`config.mk`:
```
export PLATFORM = sky130hd
export DESIGN_NAME = wb_burst_master
export DESIGN_NICKNAME = d
export VERILOG_FILES = /design/src/rtl/wb_burst_master.sv
export SDC_FILE = /design/constraint.sdc
export NUM_CORES = 1
export LEC_CHECK = 0
export ABC_CLOCK_PERIOD_IN_PS = 3000
export BUFFER_PORTS_ARGS = -buffer_cell sky130_fd_sc_hd__buf_2
export CAP_MARGIN = 10
export CORE_MARGIN = 2
export CORE_UTILIZATION = 38
export CTS_BUF_LIST = sky130_fd_sc_hd__clkbuf_16
export CTS_CLUSTER_SIZE = 28
export DETAILED_ROUTE_END_ITERATION = 16
export PLACE_DENSITY = 0.78
export SYNTH_ARGS = -nofsm -noshare
export SYNTH_HDL_FRONTEND = slang
export SYNTH_SLANG_ARGS = --single-unit
export TNS_END_PERCENT = 30
```
`constraint.sdc`:
```
create_clock -name clk -period 3 [get_ports clk]
set_input_delay 0.6 -clock clk [delete_from_list [all_inputs] [get_ports clk]]
set_output_delay 0.6 -clock clk [all_outputs]
set_load 0.005 [all_outputs]
```
`src/rtl/wb_burst_master.sv`:
```
// Wishbone B4 burst master: one command becomes a WR or RD burst (incrementing CTI), then a completion report.
// Optional WB_BURST_TIMEOUT_EN adds a no-ack abort counter.
module wb_burst_master #(
  parameter int ADDR_W    = 30,
  parameter int DATA_W    = 32,
  parameter int MAX_BURST = 16,
  parameter int LEN_W     = (MAX_BURST > 1) ? $clog2(MAX_BURST) : 1,
  parameter int TIMEOUT   = 255
) (
  input  logic                clk,
  input  logic                reset,
  input  logic                req_valid,
  output logic                req_ready,
  input  logic                req_we,
  input  logic [ADDR_W-1:0]   req_addr,
  input  logic [LEN_W-1:0]    req_len,
  input  logic [DATA_W/8-1:0] req_sel,
  input  logic                wdata_valid,
  output logic                wdata_ready,
  input  logic [DATA_W-1:0]   wdata,
  output logic                rdata_valid,
  input  logic                rdata_ready,
  output logic [DATA_W-1:0]   rdata,
  output logic                done_valid,
  input  logic                done_ready,
  output logic                done_err,
  output logic [LEN_W:0]      done_beats,
  output logic [ADDR_W-1:0]   cfu_ram_adr,
  output logic [DATA_W-1:0]   cfu_ram_dat_mosi,
  output logic [DATA_W/8-1:0] cfu_ram_sel,
  output logic                cfu_ram_cyc,
  output logic                cfu_ram_stb,
  output logic                cfu_ram_we,
  output logic [2:0]          cfu_ram_cti,
  output logic [1:0]          cfu_ram_bte,
  input  logic [DATA_W-1:0]   cfu_ram_dat_miso,
  input  logic                cfu_ram_ack,
  input  logic                cfu_ram_err
);

  typedef enum logic [1:0] {IDLE, WR, RD, RESP} state_t;

  state_t                state;
  logic [ADDR_W-1:0]     addr_r;
  logic [LEN_W-1:0]      len_r;
  logic [DATA_W/8-1:0]   sel_r;
  logic [LEN_W:0]        cnt;
  logic                  active, last_beat, err_hit, ack_hit;

  assign active    = (state == WR) || (state == RD);
  assign last_beat = (cnt[LEN_W-1:0] == len_r);
  assign err_hit   = active && cfu_ram_stb && cfu_ram_err;
  // err wins over a simultaneous ack: that beat is neither counted nor handed to the streams
  assign ack_hit   = active && cfu_ram_stb && cfu_ram_ack && !cfu_ram_err;

  assign req_ready        = (state == IDLE);
  assign done_valid       = (state == RESP);
  assign cfu_ram_cyc      = active;
  assign cfu_ram_we       = (state == WR);
  assign cfu_ram_stb      = (state == WR) ? wdata_valid : (state == RD) ? rdata_ready : 1'b0;
  assign cfu_ram_adr      = addr_r + ADDR_W'(cnt);
  assign cfu_ram_sel      = sel_r;
  assign cfu_ram_dat_mosi = wdata;
  assign cfu_ram_cti      = (!active || len_r == '0) ? 3'b000 : last_beat ? 3'b111 : 3'b010;
  assign cfu_ram_bte      = 2'b00;
  assign wdata_ready      = (state == WR) && ack_hit;
  assign rdata_valid      = (state == RD) && ack_hit;
  assign rdata            = cfu_ram_dat_miso;

`ifdef WB_BURST_TIMEOUT_EN
  localparam int TMO_W = $clog2(TIMEOUT + 1);
  logic [TMO_W-1:0] tmo;
  logic             stall;
  assign stall = active && cfu_ram_stb && !cfu_ram_ack && !cfu_ram_err;
`endif

  always_ff @(posedge clk) begin
    if (reset) begin
      state      <= IDLE;
      cnt        <= '0;
      done_err   <= 1'b0;
      done_beats <= '0;
`ifdef WB_BURST_TIMEOUT_EN
      tmo        <= '0;
`endif
    end else begin
      case (state)
        IDLE: if (req_valid) begin
          addr_r <= req_addr;
          len_r  <= req_len;
          sel_r  <= req_sel;
          cnt    <= '0;
`ifdef WB_BURST_TIMEOUT_EN
          tmo    <= '0;
`endif
          state  <= req_we ? WR : RD;
        end
        WR, RD: begin
          if (err_hit) begin
            state      <= RESP;
            done_err   <= 1'b1;
            done_beats <= cnt;
          end else if (ack_hit) begin
            cnt <= cnt + 1'b1;
`ifdef WB_BURST_TIMEOUT_EN
            tmo <= '0;
`endif
            if (last_beat) begin
              state      <= RESP;
              done_err   <= 1'b0;
              done_beats <= cnt + 1'b1;
            end
          end
`ifdef WB_BURST_TIMEOUT_EN
          else if (stall) begin
            tmo <= tmo + 1'b1;
            if (tmo == TMO_W'(TIMEOUT - 1)) begin
              state      <= RESP;
              done_err   <= 1'b1;
              done_beats <= cnt;
            end
          end
`endif
        end
        RESP: if (done_ready) state <= IDLE;
        default: state <= IDLE;
      endcase
    end
  end

endmodule

```
# --- Word level (Yosys, flattened, before mapping) ---
# Cells that the tools add are included.
op_classes:
  eq_ne: 10
  shifts: 0
  magnitude_cmp: 0
  div: 0
  bitwise_logic: 1
  n_mul: 0
  reduce_logical: 20
  muxes: 21
  addsub: 2
op_table:
  columns: ["op", "count"]
  rows:
  - ["30-bit by 5-bit adder with 30-bit output", 1]
  - ["5-bit 2-to-1 mux", 6]
  - ["2-bit 2-to-1 mux", 6]
  - ["5-bit case mux with 2 select lines", 1]
  - ["4-bit AND reduction", 2]
  - ["1-bit logical AND", 6]
  - ["3-bit 2-to-1 mux", 2]
  - ["2-bit != test, second input constant", 3]
  - ["3-bit != test, second input constant", 2]
  - ["2-bit case mux with 3 select lines", 1]
  - ["3-bit AND reduction", 2]
  - ["2-bit nonzero test", 3]
  - ["5-bit by 1-bit adder with 5-bit output, second input constant", 1]
  - ["1-bit 2-to-1 mux", 5]
  - ["2-bit equality test, second input constant", 2]
  - ["4-bit equality test", 1]
  - ["4-bit logical NOT", 1]
  - ["2-bit by 1-bit equality test with 1-bit output, second input constant", 1]
  - ["1-bit logical NOT", 2]
  - ["2-bit logical NOT", 1]
  - ["1-bit logical OR", 2]
  - ["2-bit by 1-bit != test with 1-bit output, second input constant", 1]
  - ["2-bit OR reduction", 1]
  - ["1-bit NOT", 1]
word_totals:
  romBits: 0
  in_bits: 111
  n_memories: 0
  reg_bits: 51
  ramBits: 0
  out_inout_bits: 116
  wordCells: 61
  latchBits: 0

# --- Depth between registers and ports, before layout ---
depth:
  ltp_word: 9
  ltp_mapped: 8
  depth_no_buf: 7

# --- Worst setup path before layout ---
# No wires, ideal clock.
synth_path:
  path_kind: "input to register"
  startpoint: "in reset"
  endpoint: "reg addr_r[0], enable pin"
  slack_ns: 0.145
  stages: 2
  t_required_ns: 2.567
  t_arrival_ns: 2.422
  n_path_buf: 1
  setup_time_ns: 0.433
  cell_sequence: "clkbuf_1 > nor2_1"
synth_between:
  elab_chain_cells: 2
synth_rtl:
  columns: ["element", "line", "source"]
  rows:
  - ["start, declared", "11", "input logic reset,"]
  - ["1-bit NOT (no line)", null, null]
  - ["3-bit AND reduction (no line)", null, null]
  - ["end signal, assigned", "89", "addr_r <= req_addr;"]
  - ["end, declared", "44", "logic [ADDR_W-1:0] addr_r;"]
# No other way between the ends.
# A chain may end at the register's enable or synchronous reset.

# --- Worst setup path after layout ---
layout_path:
  startpoint: "reg addr_r[0]"
  endpoint: "out cfu_ram_adr[24]"
layout_between:
  elab_chain_cells: 1
layout_rtl:
  columns: ["element", "line", "source"]
  rows:
  - ["30-bit by 5-bit adder with 30-bit output", "61", "assign cfu_ram_adr = addr_r + ADDR_W'(cnt);"]
  - ["end, declared", "28", "output logic [ADDR_W-1:0] cfu_ram_adr,"]
# No other way between the ends.

==> summary.md <==
| Metric | Value |
|---|---|
| Final critical-path required period | `2.82 ns` |
| Dpl hpwl | `7590 µm` |
| H-tree depth | `2` |
| Final setup skew | `0.00535 ns` |
| Pin count of the biggest net entering global routing | `39` |
| Worst Setup Start Kind | `register` |
| Area Growth Syn to Fin | `8.53%` |
| GR peak layer | `met2` |
| First-pass iteration count of the detailed router | `4` |
| R2R Setup Slk | `just under 0.9 ns` |
| CP endpoint kind | `primary output` |
| TritonCTS clock tree | `done` |
| Final hold vios | `0` |
| Share of the synthesized area in the top cell type | `a little over a third` |
| Cell variety after synth | `between 40 and 50` |
| Routed wire per std cell | `20.0 µm` |
| Unrepaired setup endpoints after global routing | `false` |
| Hold Path Class | `register to register` |
| DRC | `0` |
| Syn_area_per_cell | `about 10 µm²` |
| NumNets Final | `roughly 470` |
| Hold Buf Count CTS | `0` |
| WL final | `8990 µm` |
| Fin Hold WS | `around 0.47 ns` |
| Die H | `between 90 and 100 µm` |
| Slew Limit Fails | `0` |
| Syn Inst Count | `about 310` |
| Via/cell ratio | `between 4 and 5` |
| Critical-path top delay cell | `fa_2` |
| FMAX | `~350 MHz` |
| CP Max Fanout | `5` |
| CTS Buf Count | `5` |
| Gr ovfl total | `0` |
| N_diodes | `0` |
| Ys flop type | `edfxtp_1` |
| Post-Syn Area | `between 3000 and 4000 µm²` |
| Largest stage delay on the critical path | `0.38 ns` |
| Ports | `approximately 230` |
| CP Class | `register to primary output` |
| Outcome | `finished, final reports clean` |
| Initial DRC Count | `between 80 and 90` |
| CTS root buffer | `clkbuf_16` |
| Met1 usage | `roughly 18%` |
| TNS Setup | `0 ns` |
| Final Util | `42.4%` |
| Worst Path Arrival | `~2.2 ns` |
| Placer Congestion | `0.877` |
| Leakage | `between 1 and 1.5 nW` |
| Power per cell area | `roughly 560 nW/µm²` |
| All-Layer GR Usage | `between 10% and 20%` |
| Filler instances | `between 700 and 800` |
| Post-DRT Antenna Nets | `0` |
| EDFF count, synth | `38` |
| Critical Path RT | `2.40 ns` |
| First-pass GRT wire length | `12200 µm` |
| Met3 global-route usage | `approximately 11%` |
| DIE AREA | `between 9000 and 10000 µm²` |
| CTS max path bufs | `2` |
| Grt met2 use | `between 30% and 40%` |
| Max_cap viols | `0` |
| Number of global-route vias before repair | `~2.1k` |
| Sink Count | `51` |
| Synth Register Bits | `slightly above 50` |
| Area of the core | `just over 8000 µm²` |
| Vias post-DR | `between 2k and 2.5k` |
| Fraction of layout cells with a size suffix above 1 | `about a third` |
| Top cell type by total area after synthesis | `edfxtp_1` |
| Sequential share of the synthesized area | `between 40% and 50%` |
| PortBufs | `96` |
| Yosys warnings | `0` |
| IR drop worst, VDD | `between 0.4 and 0.5 mV` |
| Worst-path cell chain | `ha_1 -> fa_2 -> a211oi_1 -> o21bai_1 -> and2_1 -> nand3_1 -> xnor2_1 -> buf_2` |
| Asr flop ratio synth | `0%` |
| Initial core utilization | `39.1%` |
| Setup Viol. Count Final | `0` |
| Top cells by area, synth | `edfxtp_1 36%, buf_4 16%, dfxtp_1 8.1%` |
| Later-pin clock latency in the skew report | `between 0.2 and 0.3 ns` |
| Initial antenna violation count | `0` |
| Reg clk slew, reported paths | `0.07 ns` |
| Rows | `33` |
| Die width | `~96 µm` |
| Overall power | `1.94 mW` |
| Fin crit share | `between 90% and 100%` |
-- final cells by class --
| cell class | instances | area (µm²) | share of cell area, % |
|---|---|---|---|
| repair buffers | 99 | 503 | 14.5 |
| flip-flops and latches | 51 | 1400 | 40.4 |
| clock inverters | 3 | 28.8 | 0.829 |
| clock buffers | 5 | 125 | 3.61 |
| multi-input cells | 179 | 1250 | 36.0 |
| inverters | 8 | 30.0 | 0.865 |
| well taps | 105 | 131 | 3.79 |
-- synth_stat cells, drive strengths merged (4+ instances only) --
master,n
mux2i,5
a211oi,4
dfxtp,13
ha,10
xor2,12
o21ai,8
nand4,9
nand3,12
a21oi,12
buf,69
and2,5
xnor2,22
edfxtp,38
inv,8
nor2,20
and3,4
nand2,16
-- where the power goes --
group          switching [mW]  leakage (nW)  internal [mW]
registers              0.0479         0.458          0.842
logic                   0.264         0.927          0.202
clock network           0.266        0.0759          0.318
total                   0.578          1.46           1.36
-- sequential cells by signal, indices dropped and copies added (netlist names) --
signal and flops:
done_beats 5, addr_r 30, done_err 1, len_r 4, cnt 5, state 2, cfu_ram_sel 4
-- layer usage --
| metal | share of wire, % | vias to the layer above |
|---|---|---|
| li1 | - | 1081 |
| met1 | 31 | 997 |
| met2 | 52 | 136 |
| met3 | 17 | 2 |
| met4 | 0.23 | 0 |
| met5 | 0 | - |
-- cells in the final DEF (no fill, tap or decap), types with 8 or more instances in the layout --
cell      instances
ha_1             10
o21ai_0           8
xnor2_1          22
nand2_1          16
edfxtp_1         38
a21oi_1          12
dfxtp_1          12
nor2_1           19
nand4_1           9
xor2_1           12
nand3_1          12
inv_1             8
buf_2            96
-- worst max-delay path: cells and delay by family (launching register included) --
kind                       cells  cell delay (ns)
DFF                            1             0.37
and+or+nand+nor                2             0.33
adders and majority gates      2             0.62
buffers and inverters          1             0.15
AOI/OAI and AO/OA              2             0.34
xor gates and xnor gates       1             0.14
-- timing repair --
item / 4_1_cts / 5_1_grt
gates resized for setup: 0 / 2
buffers inserted: 0 / 0
setup endpoints to repair: 0 / 6
-- worst paths after layout --
check | cells past startpoint | to | from
setup / recovery | 8 | cfu_ram_adr[24] | addr_r[0]
setup reg to reg | 6 | done_beats[2] | state[0]
hold reg to reg | 2 | done_beats[1] | done_beats[1]
hold / removal | 2 | done_beats[1] | done_beats[1]
-- cells by family (layout without fill, tap and decap cells) --
group | Yosys count | after routing | share of synthesized area (%)
buffers and inverters | 80 | 115 | 17.5
and+or+nand+nor | 86 | 86 | 14.5
DFF | 51 | 51 | 43.8
muxes | 6 | 6 | 2.04
adders and majority gates | 11 | 11 | 4.54
xor gates and xnor gates | 34 | 34 | 9.31
other | 1 | 2 | 0.117
AOI/OAI and AO/OA | 40 | 40 | 8.14
-- through the flow --
stage / std cells / setup slack (ns) / instance area [µm²]
after floorplan: 310 / 0.145 / 3200
after global placement: 442 / 0.424 / 3310
after detailed placement: 442 / 0.363 / 3310
after CTS: 450 / 0.0245 / 3470
after global routing: 450 / 0.0160 / 3470
final: 450 / 0.177 / 3470
No activity file was read; power rests on OpenSTA's default activity.
